**src/rtl/jk_seq_pkg.sv**
```systemverilog
// Shared op codes and FSM encoding for the JK counter sequencer.
package jk_seq_pkg;

  typedef enum logic [1:0] {
    OP_LOAD  = 2'b00,
    OP_UP    = 2'b01,
    OP_DOWN  = 2'b10,
    OP_CLEAR = 2'b11
  } op_t;

  typedef enum logic [1:0] {
    S_IDLE = 2'b00,
    S_RUN  = 2'b01,
    S_DONE = 2'b10
  } state_t;

endpackage

```
**src/rtl/jkff.sv**
```systemverilog
// Single JK flip-flop cell with synchronous active-high reset.
module jkff (
  input  logic clk,
  input  logic rst,
  input  logic j,
  input  logic k,
  output logic q
);

  always_ff @(posedge clk) begin
    if (rst) begin
      q <= 1'b0;
    end else begin
      case ({j, k})
        2'b01:   q <= 1'b0;
        2'b10:   q <= 1'b1;
        2'b11:   q <= ~q;
        default: q <= q;
      endcase
    end
  end

endmodule

```
**src/rtl/jk_counter_seq.sv**
```systemverilog
// Command sequencer driving a bank of jkff cells: load, clear, or count up/down L steps.
// Optional abort input is enabled by defining JK_SEQ_ABORT_EN.
module jk_counter_seq
  import jk_seq_pkg::*;
#(
  parameter int WIDTH = 4,
  parameter int CNT_W = 8
) (
  input  logic             clk,
  input  logic             rst,
  input  logic             cmd_valid,
  output logic             cmd_ready,
  input  logic [1:0]       cmd_op,
  input  logic [WIDTH-1:0] cmd_data,
  input  logic [CNT_W-1:0] cmd_len,
`ifdef JK_SEQ_ABORT_EN
  input  logic             abort,
`endif
  output logic [WIDTH-1:0] q,
  output logic             busy,
  output logic             done,
  output logic             wrap
);

  // Command port: a command transfers on a rising edge where cmd_valid and
  // cmd_ready are both high; cmd_ready is high only in IDLE outside reset, so
  // the initiator must hold cmd_valid and the fields stable until then.

  state_t           state;
  logic [CNT_W-1:0] remaining;
  logic             dir_up;
  logic [WIDTH-1:0] j;
  logic [WIDTH-1:0] k;
  logic [WIDTH-1:0] step_mask;
  logic             accept;
  logic             abort_hit;
  logic             stepping;
  logic             step_wraps;
  op_t              op;

`ifdef JK_SEQ_ABORT_EN
  assign abort_hit = abort & (state == S_RUN);
`else
  assign abort_hit = 1'b0;
`endif

  assign op         = op_t'(cmd_op);
  assign cmd_ready  = (state == S_IDLE) & ~rst;
  assign accept     = cmd_valid & cmd_ready;
  assign stepping   = (state == S_RUN) & ~abort_hit;
  assign step_wraps = dir_up ? (&q) : ~(|q);
  assign busy       = (state != S_IDLE);
  assign done       = (state == S_DONE);

  // Bit i toggles when every lower bit is 1 (up) or 0 (down).
  always_comb begin
    step_mask    = '0;
    step_mask[0] = 1'b1;
    for (int i = 1; i < WIDTH; i++) begin
      step_mask[i] = step_mask[i-1] & (dir_up ? q[i-1] : ~q[i-1]);
    end
  end

  always_comb begin
    j = '0;
    k = '0;
    if (accept) begin
      case (op)
        OP_LOAD: begin
          j = cmd_data;
          k = ~cmd_data;
        end
        OP_CLEAR: k = '1;
        default: ;
      endcase
    end else if (stepping) begin
      j = step_mask;
      k = step_mask;
    end
  end

  always_ff @(posedge clk) begin
    if (rst) begin
      state     <= S_IDLE;
      remaining <= '0;
      dir_up    <= 1'b0;
      wrap      <= 1'b0;
    end else begin
      wrap <= 1'b0;
      case (state)
        S_IDLE: begin
          if (accept) begin
            dir_up <= (op == OP_UP);
            if ((op == OP_UP || op == OP_DOWN) && cmd_len != '0) begin
              remaining <= cmd_len;
              state     <= S_RUN;
            end else begin
              state <= S_DONE;
            end
          end
        end
        S_RUN: begin
          if (abort_hit) begin
            remaining <= '0;
            state     <= S_DONE;
          end else begin
            remaining <= remaining - 1'b1;
            wrap      <= step_wraps;
            if (remaining == CNT_W'(1)) state <= S_DONE;
          end
        end
        S_DONE:  state <= S_IDLE;
        default: state <= S_IDLE;
      endcase
    end
  end

  for (genvar i = 0; i < WIDTH; i++) begin : g_bit
    jkff u_ff (
      .clk (clk),
      .rst (rst),
      .j   (j[i]),
      .k   (k[i]),
      .q   (q[i])
    );
  end

endmodule
```
**config.mk**
```make
export PLATFORM = sky130hd
export DESIGN_NAME = jk_counter_seq
export DESIGN_NICKNAME = d
export VERILOG_FILES = /design/src/rtl/jk_seq_pkg.sv /design/src/rtl/jkff.sv /design/src/rtl/jk_counter_seq.sv
export SDC_FILE = /design/constraint.sdc
export NUM_CORES = 1
export LEC_CHECK = 0
export CORE_MARGIN = 2
export CORE_UTILIZATION = 54
export DETAILED_ROUTE_END_ITERATION = 7
export PLACE_DENSITY = 0.84
export REMOVE_ABC_BUFFERS = 1
export SYNTH_ARGS = -nofsm -noshare
export SYNTH_HDL_FRONTEND = slang
export SYNTH_SLANG_ARGS = --single-unit
```
**constraint.sdc**
```tcl
create_clock -name clk -period 4.7 [get_ports clk]
set_input_delay 0.47 -clock clk [delete_from_list [all_inputs] [get_ports clk]]
set_output_delay 0.47 -clock clk [all_outputs]
set_load 0.01 [all_outputs]
```
=== Yosys cells after proc, flatten, opt, wreduce, memory -nomap -nowiden ===
Cells that the tools add are included.

* Register bits: 16
* Output and inout bits: 8
* Word-level logic and storage cells: 79

* $add $sub $neg: 1
* Equality and inequality tests: 21
* Multiplexer cells: 20
* Bitwise gates (word level): 12
* Reductions and logical operators: 17

{| class="wikitable"
|+ Operator list
! kind !! count
|-
| $eq A2 B2 Y1 const B || 11
|-
| $mux W4 || 4
|-
| $mux W8 || 2
|-
| $pmux W8 S2 || 1
|-
| $eq A2 B1 Y1 const B || 6
|-
| $pmux W1 S3 || 4
|-
| $reduce_bool A3 Y1 || 4
|-
| $eq A8 B1 Y1 const B || 1
|-
| $pmux W4 S2 || 1
|-
| $reduce_bool A8 Y1 || 1
|-
| $sub A8 B1 Y8 const B || 1
|-
| $not A1 Y1 || 7
|-
| $mux W2 || 3
|-
| $and A1 B1 Y1 || 4
|-
| $logic_not A2 Y1 || 2
|-
| $mux W1 || 4
|-
| $ne A2 B1 Y1 const B || 2
|-
| $not A4 Y4 || 1
|-
| $pmux W2 S2 || 1
|-
| $reduce_and A2 Y1 || 2
|-
| $reduce_and A4 Y1 || 1
|-
| $reduce_bool A2 Y1 || 2
|-
| $reduce_or A4 Y1 || 1
|-
| $reduce_and A3 Y1 || 1
|-
| other kinds (4) || 4
|}

=== Longest topological paths before layout ===
Gate-level depths: netlist (run 1).

* Word-level depth: 8
* Gate-level depth with buffers: 7
* Mapped depth without buffers: 6

=== Hierarchy ===
Synthesis (run 1) repeated with hierarchy kept, for this count alone.

* Cell total of the unflattened synthesis: 127
* Area, all modules: 1093.5 µm²

{| class="wikitable"
|+ Modules (own cells, without submodules)
! module !! times used !! cells each !! area an instance (µm²)
|-
| jk_counter_seq || 1 || 115 || 968.4
|-
| jkff || 4 || 3 || 31.3
|}

=== Worst setup path before layout (run 1) ===
No wires, ideal clock.

* Path kind: input to register
* From: input port cmd_len[2]
* To: register remaining[0]
* Library setup time: 0.119 ns
* Data arrival time: 1.663 ns
* Data required time: 4.581 ns
* Setup slack: 2.919 ns
* Stages on the path: 4
* Cell sequence: or4_4 -> o211ai_4 -> o21ai_0 -> o221a_2

* Word-level cells in the longest chain between the ends: 4

{| class="wikitable"
|+ Ends and longest elaborated chain
! element !! line !! RTL
|-
| start: declaration || jk_counter_seq.sv:15 || <nowiki>input logic [CNT_W-1:0] cmd_len,</nowiki>
|-
| $reduce_bool A8 Y1 || jk_counter_seq.sv:94 || <nowiki>if ((op == OP_UP || op == OP_DOWN) && cmd_len != '0) begin</nowiki>
|-
| $logic_and A1 B1 Y1 || jk_counter_seq.sv:94 ||
|-
| $ne A2 B1 Y1 (no source line) || - ||
|-
| $reduce_and A3 Y1 (no source line) || - ||
|-
| end signal: assignment || jk_counter_seq.sv:95 || <nowiki>remaining <= cmd_len;</nowiki>
|-
| end signal: assignment || jk_counter_seq.sv:107 || <nowiki>remaining <= remaining - 1'b1;</nowiki>
|-
| end: declaration || jk_counter_seq.sv:30 || <nowiki>logic [CNT_W-1:0] remaining;</nowiki>
|}

Every way passes these cells.
A chain may end at the register's enable or synchronous reset.

=== Final worst setup path (run 1) ===
* From: input port rst
* To: output port cmd_ready

* Word-level cells in the longest chain between the ends: 2

{| class="wikitable"
|+ Ends and longest elaborated chain
! element !! line !! RTL
|-
| start: declaration || jk_counter_seq.sv:10 || <nowiki>input logic rst,</nowiki>
|-
| $not A1 Y1 || jk_counter_seq.sv:48 || <nowiki>assign cmd_ready = (state == S_IDLE) & ~rst;</nowiki>
|-
| $and A1 B1 Y1 || jk_counter_seq.sv:48 ||
|-
| end: declaration || jk_counter_seq.sv:12 || <nowiki>output logic cmd_ready,</nowiki>
|}

Every way passes these cells.

==> reports/metrics.yaml, run 1 <==
drt:
  routed_wirelength_mm: 2.81
  vias: 1187
  detail_route.first_pass.iterations: 4
  drc: 0
  detail_route.vias_per_cell: 6.28
  drt-initial-drc-count: 28
  drtAntennaViolNets: 0
  route.detailed.wl_per_inst_um: 14.9
layout:
  design.final.nets: 185
  diodes: 0
  mostFrequentLayoutCell: "clkdlybuf4s50_1"
  final-instance-count-excl-fill: 189
  postLayoutCoreUtil: 0.704
  final_layout_size_suffix_gt1_frac: 0.0988
  final_cell_mix: "clkdlybuf4s50_1, nand2_1, dfxtp_1, inv_1, o21ai_0"
  layout-area-overhead-vs-synth_pct: 20.3
grt:
  grt_start_max_net_pins: 21
  gr-usage-all-layers: 0.239
  antenna_found_initial: 0
  first_pass_grt_wire_length_mm: 4.65
  global_route.overflow_total: 0
  first_global_vias: 1094
place:
  gp_congestion: 0.921
  dp_cells: 185
  portBuffers: 24
  dp_wirelength_mm: 2.09
die:
  die-area_um2: 2580
  die_y_um: 50.8
  io-pin-count: 25
  start_util: 0.585
  floorplan.die.width_um: 50.8
  floorplan.core_area_um2: 2020
  core.rowCount: 16
flow_run:
  max-cap-violations: 0
cts:
  cts_made_buffers: 3
  htree_num_levels: 1
  post-cts-setup-buffer-count: 0
  clk-insertion-delay-late_ps: 290
  tritoncts_clock_tree: "done"
  cts.reportedPaths.clkPinSlew_ps: 90
  clock_tree.root_cell: "clkbuf_4"
  cts_num_sinks: 16
  cts_resized: 0
  cts-hold-fix-buffers: 0
  cts_max_path_buffers: 2
synthesis:
  synth_area_leader_cell: "dfxtp_1"
  syn_avg_cell_area_um2: 8.11
  largest_cells_by_area_after_synthesis: "dfxtp_1, ha_1, nand2_1"
  post_synth_instance_area_um2: 1180
  yosysWarnings: 0
  synth_seq_area_share: 0.271
  number_of_enable_type_register_cells_in_the_synthesized_netlist: 0
  post-synth-top-area-fraction: 0.271
  yosys_most_used_dff: "dfxtp_1"
  synth_async_sr_flop_share: 0
  postSynthCellCount: 146
  synth.lib_cells_used.distinct: 47
  ys_seq_elements: 16
sta:
  whs_ps: 492
  setup-tns-final_ps: 0
  rsz0062_at_grt: "false"
  worstMarginPinSlew_ps: 759
  final_critical_path_share_of_the_clock_period: 0.534
  maxSlewViolCount: 0
  max-slew-margin-rel: 0.493
  max_freq_mhz: 398
  final_setup_viols: 0
  finalWorstPathRequiredPeriod_ps: 2510
  worst_clock_skew_ps: 4.77
  number_of_hold_violations_in_the_final_report: 0
critical_path:
  worst_r2r_startpoint: "state[0]"
  reg2reg_depth: 4
  worst-endpoint-arrival_ps: 2040
  path_class: "primary input to output pin"
  critPathLaunchType: "primary input"
  timing.reg2reg.setup_slack_ps: 2660
  cp-end-kind: "output pin"
  critPathMaxFanout: 19
  critPathRequiredTime_ps: 4230
  r2r_end: "g_bit[2].u_ff.q"
status:
  status: "finished clean"
hold_path:
  worst_hold_startpoint: "remaining[7]"
  hold-path-cell-count: 2
  whs_endpoint: "remaining[7]"
  worstHoldPathType: "flop to flop"
power:
  power.density_nw_per_um2: 262
  power_leakage_uw: 0.000550
  vdd_drop_max_mv: 0.214
  totalPowerFinal_uw: 374
report_power, final:
| group | internal (uW) | switching, uW |
|---|---|---|
| Clock | 47.3 | 46.5 |
| Sequential | 146 | 15.8 |
| Combinational | 58.8 | 59.0 |
per-stage QoR:
step	setup WS (ps)	area (um^2)
floorplan	2910	1110
global placement	2010	1390
detailed placement	1930	1390
CTS	2200	1420
global route	2100	1420
finish	2190	1420
critical path, cell delays in order:
cell	delay [ps]
clkdlybuf4s50_1	790
nor2_1	230
clkdlybuf4s50_1	550
Yosys cell counts (3+ instances only):
master	instances
clkbuf_1	5
o21ai_0	10
a21oi_1	7
o32ai_1	4
nand2_1	16
nor2_1	5
a211oi_1	4
nor4_1	3
nor3_1	3
buf_4	4
nand3_1	3
a31o_2	3
dfxtp_1	16
a22oi_1	3
ha_1	5
a221oi_1	3
nand2b_1	3
inv_1	12
per-layer routing:
layer,global-route usage,share of wire,vias to the layer above
met3,0.0497,0.066,8
met4,0.113,0.020,0
met5,0,0,-
li1,-,-,575
met2,0.425,0.50,55
met1,0.270,0.41,549
state kept, by name (all words and copies together), names as in the netlist:
register      count
dir_up            1
g_bit.u_ff.q      4
state             2
remaining         8
wrap              1
cell type report:
| class | count | area, um^2 |
|---|---|---|
| Clock buffer | 4 | 36.3 |
| Tap cell | 27 | 33.8 |
| Sequential cell | 16 | 320 |
| Multi-Input combinational cell | 106 | 748 |
| Timing Repair Buffer | 24 | 240 |
| Fill cell | 161 | 598 |
| Inverter | 12 | 45.0 |
cells by family (layout without fill, tap and decap cells):
| kind of cell | count (synthesis) | in the layout | share of synthesized area |
|---|---|---|---|
| and+or+nand+nor | 49 | 49 | 0.246 |
| DFF | 16 | 16 | 0.271 |
| xor gates and xnor gates | 1 | 1 | 0.00740 |
| adders and majority gates | 5 | 5 | 0.0529 |
| buffers and inverters | 24 | 40 | 0.0973 |
| AOI/OAI and AO/OA | 51 | 51 | 0.326 |
worst max path at each step:
stage,start,to,slack (ps),cells past startpoint
3_5_place_dp,rst,remaining[2],1930,5
5_1_grt,rst,remaining[5],2100,5
2_1_floorplan,cmd_len[2],remaining[0],2910,4
3_3_place_gp,rst,remaining[6],2010,5
4_1_cts,rst,cmd_ready,2200,3
6_report,rst,cmd_ready,2190,3
Power figures use the tool's default switching activity.
==> inputs of run 2 (changes only) <==
- CORE_UTILIZATION: 54 -> 45
- PLACE_DENSITY: 0.84 -> 0.75
- clock period: 4.7 -> 2.29 ns (I/O delays scaled with it)
==> reports/metrics.yaml, run 2 (synthesis gave the netlist of run 1 again) <==
status:
  status: "finished clean"
drt:
  drt-initial-drc-count: 31
  routed_wirelength_mm: 2.89
  vias: 1186
  drtAntennaViolNets: 0
  route.detailed.wl_per_inst_um: 14.9
  drc: 0
  detail_route.first_pass.iterations: 4
  detail_route.vias_per_cell: 6.11
power:
  power_leakage_uw: 0.000558
  power.density_nw_per_um2: 511
  vdd_drop_max_mv: 0.419
critical_path:
  cp-end-kind: "output pin"
  path_class: "flop to output pin"
  critPathMaxFanout: 11
  cp_num_buf_inv: 2
  worst_path_largest_cell_delay_ps: 620
  crit_slowest_cell: "dfxtp_1"
  worstPathCellList: "inv_1 > nand2_1 > clkdlybuf4s50_1"
  worst-endpoint-arrival_ps: 1840
  critPathRequiredTime_ps: 2060
  critPathLaunchType: "flop"
  cpLargestDelayFamily: "buffers and inverters"
cts:
  cts_made_buffers: 3
  cts.reportedPaths.clkPinSlew_ps: 100
  clock_tree.root_cell: "clkbuf_4"
  cts-hold-fix-buffers: 0
  tritoncts_clock_tree: "done"
  htree_num_levels: 1
  clk-insertion-delay-late_ps: 290
  cts_resized: 0
  post-cts-setup-buffer-count: 0
  cts_max_path_buffers: 2
  cts_num_sinks: 16
place:
  portBuffers: 24
  dp_wirelength_mm: 2.16
  gp_congestion: 0.865
grt:
  grt_start_max_net_pins: 21
  first_global_vias: 1152
  global_route.overflow_total: 0
  gr-usage-all-layers: 0.195
  first_pass_grt_wire_length_mm: 4.89
  antenna_found_initial: 0
sta:
  finalWorstPathRequiredPeriod_ps: 2070
  maxSlewViolCount: 0
  number_of_hold_violations_in_the_final_report: 0
  worstMarginPinSlew_ps: 677
  final_critical_path_share_of_the_clock_period: 0.904
  max_freq_mhz: 483
  rsz0062_at_grt: "false"
  max-slew-margin-rel: 0.549
  worst_clock_skew_ps: 3.50
  final_setup_viols: 0
  setup-tns-final_ps: 0
layout:
  diodes: 0
  filler_cell_count: 238
  register_area_um2: 320
  reg.largest.list: "remaining: 8 flops, g_bit.u_ff.q: 4 flops, state: 2 flops"
  postLayoutCoreUtil: 0.580
  mostFrequentLayoutCell: "clkdlybuf4s50_1"
  largest_register_ffs: 8
  max_flop_register: "remaining"
  layout-area-overhead-vs-synth_pct: 21.4
  design.final.nets: 188
  final_cell_mix: "clkdlybuf4s50_1, nand2_1, dfxtp_1, inv_1, o21ai_0"
  multi_input_comb_area_um2: 748
  final_layout_size_suffix_gt1_frac: 0.110
die:
  io-pin-count: 25
  start_util: 0.478
  floorplan.core_area_um2: 2480
  core.rowCount: 18
  die_y_um: 55.3
  die-area_um2: 3060
  floorplan.die.width_um: 55.3
flow_run:
  max-cap-violations: 0
hold_path:
  worstHoldPathType: "flop to flop"
-- run 2: area by class of cell --
| cell class | count | area share |
|---|---|---|
| clock buffers | 3 | 0.0157 |
| inverters | 12 | 0.0314 |
| multi-input cells | 106 | 0.521 |
| flip-flops and latches | 16 | 0.223 |
| well taps | 30 | 0.0261 |
| repair buffers | 27 | 0.183 |
-- run 2: worst paths after layout --
path	start	to	slack [ps]	cells past startpoint
worst max-delay path	state[0]	busy	220	3
worst min-delay path	remaining[7]	remaining[7]	480	2
worst min register to register	remaining[7]	remaining[7]	480	2
worst max register to register	state[0]	remaining[1]	390	4
-- run 2: stage by stage --
step | hold slack, ps | worst slack, ps | cell area [um^2] | cells | total power [uW]
floorplan | 298 | 666 | 1110 | 134 | 480
global placement | 459 | 216 | 1410 | 191 | 576
detailed placement | 467 | 185 | 1410 | 191 | 583
CTS | 480 | 239 | 1440 | 194 | 736
global route | 511 | 105 | 1440 | 194 | 782
finish | 478 | 219 | 1440 | 194 | 734
-- run 2: per-layer routing --
| layer | GRT usage | up-vias | share of wire |
|---|---|---|---|
| met5 | 0 | - | 0 |
| met4 | 0.0627 | 0 | 0.011 |
| met3 | 0.0632 | 4 | 0.052 |
| met2 | 0.337 | 30 | 0.48 |
| met1 | 0.226 | 572 | 0.45 |
| li1 | - | 580 | - |
-- run 2: where the power goes --
group / total, uW / switching (uW) / internal, uW / leakage (uW)
Combinational: 245 / 120 / 125 / 0.000414
Clock: 155 / 93.7 / 61.2 / 0.0000138
Sequential: 333 / 33.2 / 300 / 0.000131
Total: 734 / 247 / 486 / 0.000558
-- run 2: worst register-to-register path, stage by stage (launching register included) --
cell,delay [ps]
dfxtp_1,620
nand2b_1,480
and2_1,330
a211oi_1,260
a211oi_1,90
==> inputs of run 3 (changes only) <==
- CAP_MARGIN: unset -> 30
- CORE_UTILIZATION: 45 -> 55
- DONT_BUFFER_PORTS: unset -> 1
- GPL_TIMING_DRIVEN: unset -> 0
- PLACE_DENSITY: 0.75 -> 0.73
==> reports/metrics.yaml, run 3 (synthesis gave the netlist of run 1 again) <==
status:
  status: "finished clean"
critical_path:
  worst-endpoint-arrival_ps: 2190
  critPathRequiredTime_ps: 2490
  critPathMaxFanout: 11
  path_class: "flop to flop"
  cp-end-kind: "flop"
  timing.reg2reg.setup_slack_ps: 290
  critPathLaunchType: "flop"
hold_path:
  worstHoldPathType: "primary input to flop"
cts:
  clock_tree.root_cell: "clkbuf_4"
  cts_num_sinks: 16
  cts_resized: 0
  htree_num_levels: 1
  cts_max_path_buffers: 2
  cts.reportedPaths.clkPinSlew_ps: 90
  cts_made_buffers: 3
  tritoncts_clock_tree: "done"
  clk-insertion-delay-late_ps: 280
flow_run:
  max-cap-violations: 0
layout:
  final_cell_mix: "nand2_1, dfxtp_1, inv_1, o21ai_0, a21oi_1"
  largest_register_ffs: 8
  layout-area-overhead-vs-synth_pct: 0.528
  final-instance-count-excl-fill: 166
  diodes: 0
  design.final.nets: 163
  final_layout_size_suffix_gt1_frac: 0.108
  reg.largest.list: "remaining: 8 flops, g_bit.u_ff.q: 4 flops, state: 2 flops"
  max_flop_register: "remaining"
drt:
  drt-initial-drc-count: 41
  route.detailed.wl_per_inst_um: 16.7
  detail_route.vias_per_cell: 6.50
  drc: 0
  detail_route.first_pass.iterations: 4
  drtAntennaViolNets: 0
  routed_wirelength_mm: 2.78
  vias: 1079
sta:
  max-slew-margin-rel: 0.548
  worstMarginPinSlew_ps: 679
  final_critical_path_share_of_the_clock_period: 0.872
  maxSlewViolCount: 0
  setup-tns-final_ps: 0
  worst_clock_skew_ps: 7.27
  max_freq_mhz: 501
  final_setup_viols: 0
  rsz0062_at_grt: "false"
  number_of_hold_violations_in_the_final_report: 0
  finalWorstPathRequiredPeriod_ps: 2000
place:
  gp_congestion: 0.857
  dp_cells: 161
  dp_wirelength_mm: 1.95
  portBuffers: 0
power:
  totalPowerFinal_uw: 665
  power_leakage_uw: 0.000460
  power.density_nw_per_um2: 558
  vdd_drop_max_mv: 0.319
die:
  io-pin-count: 25
  floorplan.die.width_um: 50.4
  start_util: 0.591
  floorplan.core_area_um2: 2000
  core.rowCount: 16
  die-area_um2: 2540
  die_y_um: 50.4
grt:
  antenna_found_initial: 0
  first_global_vias: 964
  global_route.overflow_total: 0
  gr-usage-all-layers: 0.234
  grt_start_max_net_pins: 21
  first_pass_grt_wire_length_mm: 4.57
## run 3: cell count changes in the layout (fill, tap and decap cells not counted)
cell / before / now
clkdlybuf4s50_1: 24 / 0
buf_4: 3 / 0
dlygate4sd3_1: 0 / 2
## run 3: cell type report
| type | count | area [um^2] |
|---|---|---|
| flip-flops and latches | 16 | 320 |
| clock buffers | 3 | 22.5 |
| well taps | 27 | 33.8 |
| multi-input cells | 106 | 748 |
| fillers | 197 | 812 |
| repair buffers | 2 | 20.0 |
| inverters | 12 | 45.0 |
## run 3: final timing paths
check                     from               to  cells past startpoint
hold / removal             rst     remaining[1]                      1
setup reg to reg      state[0]  g_bit[2].u_ff.q                      4
setup / recovery      state[0]  g_bit[2].u_ff.q                      4
hold reg to reg   remaining[7]     remaining[7]                      2
## run 3: where the power goes
group / total, uW / switching [uW] / leakage (uW) / internal (uW)
clock: 146 / 84.6 / 0.0000138 / 61.1
sequential: 336 / 35.7 / 0.000131 / 300
combinational: 183 / 102 / 0.000316 / 81.6
total: 665 / 222 / 0.000460 / 443
## run 3: per-stage QoR
step	util	hold slack, ps	setup WS (ps)	area, um^2
floorplan	-	298	666	1110
global placement	0.573	304	344	1150
detailed placement	0.573	307	387	1150
CTS	0.589	9.17	313	1180
global route	0.594	0.291	163	1190
finish	0.594	14.3	293	1190
## run 3: routing by layer
layer	part of all wire	vias to the layer above	global-route usage	routed length, um
li1	-	529	-	-
met1	0.45	518	0.324	1260
met2	0.49	28	0.371	1360
met3	0.045	4	0.0327	126
met4	0.012	0	0.0811	34
met5	0	-	0	0
## run 3: worst max-delay path: stages, from the launching register on
cell and delay [ps]:
dfxtp_1 620, nor2b_1 620, o21ai_0 230, and3b_1 220
a211oi_1 210
## run 3: timing repair
action,CTS,global route
hold endpoints to repair,3,1
hold buffers,1,1
setup buffers,0,0
